`src/rtl/pipe_pkg.sv`:
```
// Shared definitions for the skid-buffered pipeline stage: state encoding,
// default widths and a small occupancy helper.
package pipe_pkg;

   localparam int DATA_W_DEF  = 32;
   localparam int NUM_OPS_DEF = 4;
   localparam int REG_AW_DEF  = 5;
   localparam int CTRL_W_DEF  = 10;
   localparam int SEQ_W_DEF   = 8;
   localparam int CNT_W_DEF   = 16;

   typedef enum logic [1:0] {
      ST_EMPTY = 2'd0,
      ST_ONE   = 2'd1,
      ST_FULL  = 2'd2
   } stage_st_e;

   // The encoding is chosen so that the state value equals the entry count.
   function automatic logic [1:0] occ_of(input stage_st_e st);
      return logic'(st == ST_FULL) ? 2'd2 : (st == ST_ONE) ? 2'd1 : 2'd0;
   endfunction

endpackage

```
`src/rtl/sat_counter.sv`:
```
// Saturating up-counter with synchronous clear and asynchronous active-low reset.
module sat_counter
   import pipe_pkg::*;
#(
   parameter int WIDTH = CNT_W_DEF
) (
   input  logic             clk,
   input  logic             reset,
   input  logic             inc,
   input  logic             clear,
   output logic [WIDTH-1:0] count
);

   logic [WIDTH-1:0] count_q;
   logic [WIDTH-1:0] count_d;

   always_comb begin
      count_d = count_q;
      if (clear) begin
         count_d = '0;
      end else if (inc && !(&count_q)) begin
         count_d = count_q + {{(WIDTH-1){1'b0}}, 1'b1};
      end
   end

   always_ff @(posedge clk or negedge reset) begin
      if (!reset) begin
         count_q <= '0;
      end else begin
         count_q <= count_d;
      end
   end

   assign count = count_q;

endmodule

```
`src/rtl/pipe_stage_skid.sv`:
```
// Pipeline stage with a main register and one skid register, so in_ready can
// be registered while still sustaining one entry per cycle.
//
// state    | meaning
// ---------+----------------------------------------------
// ST_EMPTY | nothing held, outputs show a bubble
// ST_ONE   | main register valid, skid free
// ST_FULL  | main and skid valid, upstream stalled
module pipe_stage_skid
   import pipe_pkg::*;
#(
   parameter int DATA_W  = DATA_W_DEF,
   parameter int NUM_OPS = NUM_OPS_DEF,
   parameter int REG_AW  = REG_AW_DEF,
   parameter int CTRL_W  = CTRL_W_DEF,
   parameter int SEQ_W   = SEQ_W_DEF,
   parameter int CNT_W   = CNT_W_DEF
) (
   input  logic                      clk,
   input  logic                      reset,
   input  logic                      in_valid,
   output logic                      in_ready,
   input  logic [NUM_OPS*DATA_W-1:0] in_ops,
   input  logic [3*REG_AW-1:0]       in_addr,
   input  logic [CTRL_W-1:0]         in_ctrl,
   input  logic                      flush,
   output logic                      out_valid,
   input  logic                      out_ready,
   output logic [NUM_OPS*DATA_W-1:0] out_ops,
   output logic [3*REG_AW-1:0]       out_addr,
   output logic [CTRL_W-1:0]         out_ctrl,
   output logic [SEQ_W-1:0]          out_seq,
   output logic [1:0]                occupancy,
   output logic [CNT_W-1:0]          bubble_cnt
);

   localparam int OPS_W  = NUM_OPS * DATA_W;
   localparam int ADDR_W = 3 * REG_AW;

   stage_st_e state_q, state_d;
   logic      in_ready_q, in_ready_d;

   logic [OPS_W-1:0]  main_ops_q,  main_ops_d;
   logic [ADDR_W-1:0] main_addr_q, main_addr_d;
   logic [CTRL_W-1:0] main_ctrl_q, main_ctrl_d;
   logic [SEQ_W-1:0]  main_seq_q,  main_seq_d;

   logic [OPS_W-1:0]  skid_ops_q,  skid_ops_d;
   logic [ADDR_W-1:0] skid_addr_q, skid_addr_d;
   logic [CTRL_W-1:0] skid_ctrl_q, skid_ctrl_d;
   logic [SEQ_W-1:0]  skid_seq_q,  skid_seq_d;

   logic [SEQ_W-1:0]  seq_q, seq_d;

   logic accept;
   logic deliver;
   logic load_main_in;
   logic load_skid;
   logic skid_to_main;
   logic bubble;

   assign out_valid = (state_q != ST_EMPTY);
   assign accept    = in_valid & in_ready_q;
   assign deliver   = out_valid & out_ready;
   assign bubble    = ~out_valid & out_ready;

   always_comb begin
      state_d      = state_q;
      load_main_in = 1'b0;
      load_skid    = 1'b0;
      skid_to_main = 1'b0;
      if (flush) begin
         state_d = ST_EMPTY;
      end else begin
         case (state_q)
            ST_EMPTY: begin
               if (accept) begin
                  state_d      = ST_ONE;
                  load_main_in = 1'b1;
               end
            end
            ST_ONE: begin
               if (accept && deliver) begin
                  load_main_in = 1'b1;
               end else if (accept) begin
                  state_d   = ST_FULL;
                  load_skid = 1'b1;
               end else if (deliver) begin
                  state_d = ST_EMPTY;
               end
            end
            ST_FULL: begin
               if (deliver) begin
                  state_d      = ST_ONE;
                  skid_to_main = 1'b1;
               end
            end
            default: state_d = ST_EMPTY;
         endcase
      end
      // Registered ready looks at the next state, so it never depends on out_ready this cycle.
      in_ready_d = (state_d != ST_FULL);
   end

   always_comb begin
      main_ops_d  = main_ops_q;
      main_addr_d = main_addr_q;
      main_ctrl_d = main_ctrl_q;
      main_seq_d  = main_seq_q;
      if (load_main_in) begin
         main_ops_d  = in_ops;
         main_addr_d = in_addr;
         main_ctrl_d = in_ctrl;
         main_seq_d  = seq_q;
      end else if (skid_to_main) begin
         main_ops_d  = skid_ops_q;
         main_addr_d = skid_addr_q;
         main_ctrl_d = skid_ctrl_q;
         main_seq_d  = skid_seq_q;
      end
   end

   always_comb begin
      skid_ops_d  = skid_ops_q;
      skid_addr_d = skid_addr_q;
      skid_ctrl_d = skid_ctrl_q;
      skid_seq_d  = skid_seq_q;
      if (load_skid) begin
         skid_ops_d  = in_ops;
         skid_addr_d = in_addr;
         skid_ctrl_d = in_ctrl;
         skid_seq_d  = seq_q;
      end
   end

   // A flushed same-cycle accept never consumes a tag.
   always_comb begin
      seq_d = seq_q;
      if (accept && !flush) begin
         seq_d = seq_q + {{(SEQ_W-1){1'b0}}, 1'b1};
      end
   end

   always_ff @(posedge clk or negedge reset) begin
      if (!reset) begin
         state_q    <= ST_EMPTY;
         in_ready_q <= 1'b0;
      end else begin
         state_q    <= state_d;
         in_ready_q <= in_ready_d;
      end
   end

   always_ff @(posedge clk or negedge reset) begin
      if (!reset) begin
         main_ops_q  <= '0;
         main_addr_q <= '0;
         main_ctrl_q <= '0;
         main_seq_q  <= '0;
      end else begin
         main_ops_q  <= main_ops_d;
         main_addr_q <= main_addr_d;
         main_ctrl_q <= main_ctrl_d;
         main_seq_q  <= main_seq_d;
      end
   end

   always_ff @(posedge clk or negedge reset) begin
      if (!reset) begin
         skid_ops_q  <= '0;
         skid_addr_q <= '0;
         skid_ctrl_q <= '0;
         skid_seq_q  <= '0;
      end else begin
         skid_ops_q  <= skid_ops_d;
         skid_addr_q <= skid_addr_d;
         skid_ctrl_q <= skid_ctrl_d;
         skid_seq_q  <= skid_seq_d;
      end
   end

   always_ff @(posedge clk or negedge reset) begin
      if (!reset) begin
         seq_q <= '0;
      end else begin
         seq_q <= seq_d;
      end
   end

   sat_counter #(
      .WIDTH (CNT_W)
   ) u_bubble_cnt (
      .clk   (clk),
      .reset (reset),
      .inc   (bubble),
      .clear (1'b0),
      .count (bubble_cnt)
   );

   assign in_ready  = in_ready_q;
   assign out_ops   = main_ops_q;
   assign out_addr  = main_addr_q;
   assign out_ctrl  = out_valid ? main_ctrl_q : '0;
   assign out_seq   = main_seq_q;
   assign occupancy = occ_of(state_q);

endmodule

```
`config.mk`:
```
export PLATFORM = sky130hd
export DESIGN_NAME = pipe_stage_skid
export DESIGN_NICKNAME = d
export VERILOG_FILES = /design/src/rtl/pipe_pkg.sv /design/src/rtl/sat_counter.sv /design/src/rtl/pipe_stage_skid.sv
export SDC_FILE = /design/constraint.sdc
export NUM_CORES = 1
export LEC_CHECK = 0
export BUFFER_PORTS_ARGS = -buffer_cell sky130_fd_sc_hd__buf_2
export CAP_MARGIN = 10
export CELL_PAD_IN_SITES_DETAIL_PLACEMENT = 1
export CELL_PAD_IN_SITES_GLOBAL_PLACEMENT = 2
export CORE_AREA = 2 2 234 236
export DETAILED_ROUTE_END_ITERATION = 6
export DIE_AREA = 0 0 236 238
export PLACE_DENSITY_LB_ADDON = 0.1
export SLEW_MARGIN = 5
export SYNTH_ARGS = -nofsm -noshare
export SYNTH_HDL_FRONTEND = slang
export SYNTH_HIERARCHICAL = 1
export SYNTH_SLANG_ARGS = --single-unit
```
`constraint.sdc`:
```
create_clock -name clk -period 2.7 [get_ports clk]
set_input_delay 0.135 -clock clk [delete_from_list [all_inputs] [get_ports clk]]
set_output_delay 0.135 -clock clk [all_outputs]
set_load 0.03 [all_outputs]
```
==> impl_metrics.toml <==
[grt]
grt_pass1_vias = 11849
grt_pass1_wl_um = 68900
grt_usage_pct = 15.4
grt_max_degree = 65
antenna_found_initial = 3
gr-total-overflow = 0

[routing]
num_vias = 10907
wirelength_um = 42800
viasPerCell = 4.50
drc = 0
firstDrtPassIters = 6
ant_nets = 0
first_iter_violations = 373
avgRoutedWirePerCell_um = 17.6

[die]
start_util_pct = 27.9
die_h_um = 238
core_area_mm2 = 0.0535
fp-row-count = 85
dieArea_mm2 = 0.0562
ios = 339
chipWidth_um = 236

[power]
combinationalPowerShare_pct = 26.8
switchingPower_uw = 5960
p_leak_uw = 0.0104
switching_share_pct = 33.0
intPower_uw = 12100
irDropWorstVdd_uv = 483
power_density_mw_per_mm2 = 883
seqPwrFrac_pct = 41.5
clkPwrFrac_pct = 31.7

[placement]
gp_congestion = 0.712
placed_cells = 2192
port_buffers = 338
dp_slack_ps = 651
dp_hpwl_um = 29200

[setup_path]
reg2reg_to = "u_bubble_cnt/count[15]"
crit_path_end_kind = "flop"
path_max_fanout = 10
r2r_setup_slack_ps = 600
cp.arrival_ps = 2580
ff2ff_path_depth = 7
start_kind = "flop"
cp.required_ps = 3180
path_class = "reg2reg"
regToRegStartpoint = "state_q[1]"

[cts]
cts-resized-gates = 0
cts_buffers = 44
max-clock-path-buffers = 3
holdBufCountCts = 159
cts_tree = "done"
clock_latency_ps = 550
clk_pin_slew_ps = 50
postCtsSetupBuffers = 0
cts.sinks = 349
root_buffer = "clkbuf_16"
cts_max_level = 2

[layout]
fin_nets = 1861
multi_input_area_mm2 = 0.00567
area_growth_pct = 36.8
drive_gt1_share_pct = 31.0
fill_cells = 5837
regArea_mm2 = 0.00873
fin_cells = 2426

[timing]
finalCriticalPeriod_ps = 2100
fin_skew_ps = 7.76
finalSetupViolCount = 0
slew_violations = 0
finalSetupTns_ps = 0
rsz0062_at_grt = "false"
fin_crit_sh_pct = 77.8
tightest_slew_ps = 917
fmax_ghz = 0.476
hold_viol = 0
hold_slack_ps = 141
setup_ws_ps = 598
relSlewSlack_pct = 38.4

[synth]
synth_nets = 1354
synth_common_cells = "dfrtp_1, nand2_1, mux2i_1, o21ai_1, mux2_2"
synthCells = 1194
synth_cell_type_count = 53
synth_top_area_share_pct = 58.5
syn_area_per_cell_um2 = 12.5
yosys.cell_count.top_type = "dfrtp_1"
postSynth.asyncResetShare_pct = 100
synth_edf_count = 0
yosysSeqAreaShare_pct = 58.5
synth_ff_type = "dfrtp_1"
netlist_area_mm2 = 0.0149
netlist_top_cells_area = "dfrtp_1, mux2i_1, mux2_2, mux2_1, o21ai_1"
yosys_warnings = 6
synth.largest_area_cell = "dfrtp_1"
ys_ff_latch = 349

[run_status]
status = "complete, no violations"

[flow_run]
cap_violations = 0

[min_path]
min_path_type = "in2async"
how the worst max path moves through the flow:
stage                    start                endpoint  slack [ps]  depth (start not counted)
floorplan           state_q[1]  u_bubble_cnt/count[15]         370                          9
global placement    state_q[1]  u_bubble_cnt/count[15]         670                          7
detailed placement  state_q[1]  u_bubble_cnt/count[15]         650                          7
CTS                 state_q[1]  u_bubble_cnt/count[15]         620                          7
global route        state_q[1]  u_bubble_cnt/count[15]         410                          7
finish              state_q[1]  u_bubble_cnt/count[15]         600                          7
cell type report:
cell class,instances,area share (%)
Timing Repair Buffer,535,18.3
Antenna cell,2,0.0245
Clock inverter,6,0.514
Inverter,10,0.184
Tap cell,696,4.26
Sequential cell,349,42.7
Clock buffer,67,6.26
Multi-Input combinational cell,761,27.8
power by group through the flow:
stage	sequential [µW]	combinational, µW	clock, µW
after floorplan	8760	1860	0
after global placement	7510	4650	0
after detailed placement	7600	4730	0
after CTS	7510	4930	5990
after global routing	7710	5300	6190
final	7480	4830	5730
cell usage in the layout, fill, tap and decap left out, types with 4 or more instances in the layout:
| cell | Yosys | final |
|---|---|---|
| clkbuf_1 | 20 | 15 |
| a222oi_1 | 6 | 6 |
| clkbuf_16 | 0 | 45 |
| mux2i_1 | 157 | 157 |
| nor3_1 | 4 | 4 |
| inv_1 | 10 | 10 |
| mux2_1 | 76 | 76 |
| dlygate4sd3_1 | 0 | 159 |
| nor2_1 | 12 | 12 |
| dfrtp_1 | 349 | 349 |
| o21ai_0 | 13 | 13 |
| nand2_1 | 169 | 169 |
| xnor2_1 | 6 | 6 |
| buf_4 | 7 | 26 |
| a21oi_1 | 9 | 9 |
| or3_1 | 5 | 4 |
| nor2b_1 | 15 | 15 |
| a31oi_1 | 4 | 4 |
| mux2_2 | 86 | 86 |
| o21ai_1 | 146 | 146 |
| buf_12 | 0 | 12 |
| buf_2 | 23 | 337 |
| nand3_1 | 8 | 8 |
| clkbuf_8 | 0 | 7 |
critical path, cell delays in order, from the launching register on:
cell	delay, ps
dfrtp_1	470
nor2_1	170
inv_1	80
nor2_1	250
and4_4	300
nand3_4	120
or4_1	480
a21oi_1	150
state kept, by name (all words and copies together) (netlist names):
| register | count |
|---|---|
| out_ops | 128 |
| skid_ops_q | 128 |
| u_bubble_cnt/count | 16 |
| out_addr | 15 |
| skid_addr_q | 15 |
| main_ctrl_q | 10 |
| skid_ctrl_q | 10 |
| out_seq | 8 |
| seq_q | 8 |
| skid_seq_q | 8 |
| state_q | 2 |
| in_ready | 1 |
cell families after synthesis:
kind of cell    Yosys count  synth area share [%]
flops                   349                  58.5
mux                     320                  22.8
simple gates            242                  7.54
compound gates          188                  6.79
buf+inv                  84                  3.69
xor+xnor                  8                 0.469
fa+ha+maj                 2                 0.168
other cells               1                0.0251
routing by layer:
metal  global-route usage, %  vias up  part of all wire [%]
li1                        -     5192                     -
met1                    19.9     5432                    45
met2                    25.2      226                    47
met3                    4.59       55                   6.4
met4                    4.11        2                   1.8
met5                       0        -                 0.016
through the flow:
step	instance area (µm²)	utilization [%]	power, µW
2_1_floorplan	14900	-	10600
3_3_place_gp	17400	32.6	12200
3_5_place_dp	17400	32.6	12300
4_1_cts	20400	38.2	18400
5_1_grt	20400	38.2	19200
6_report	20400	38.2	18000
Note: power is estimated with default switching activity, not from simulation.
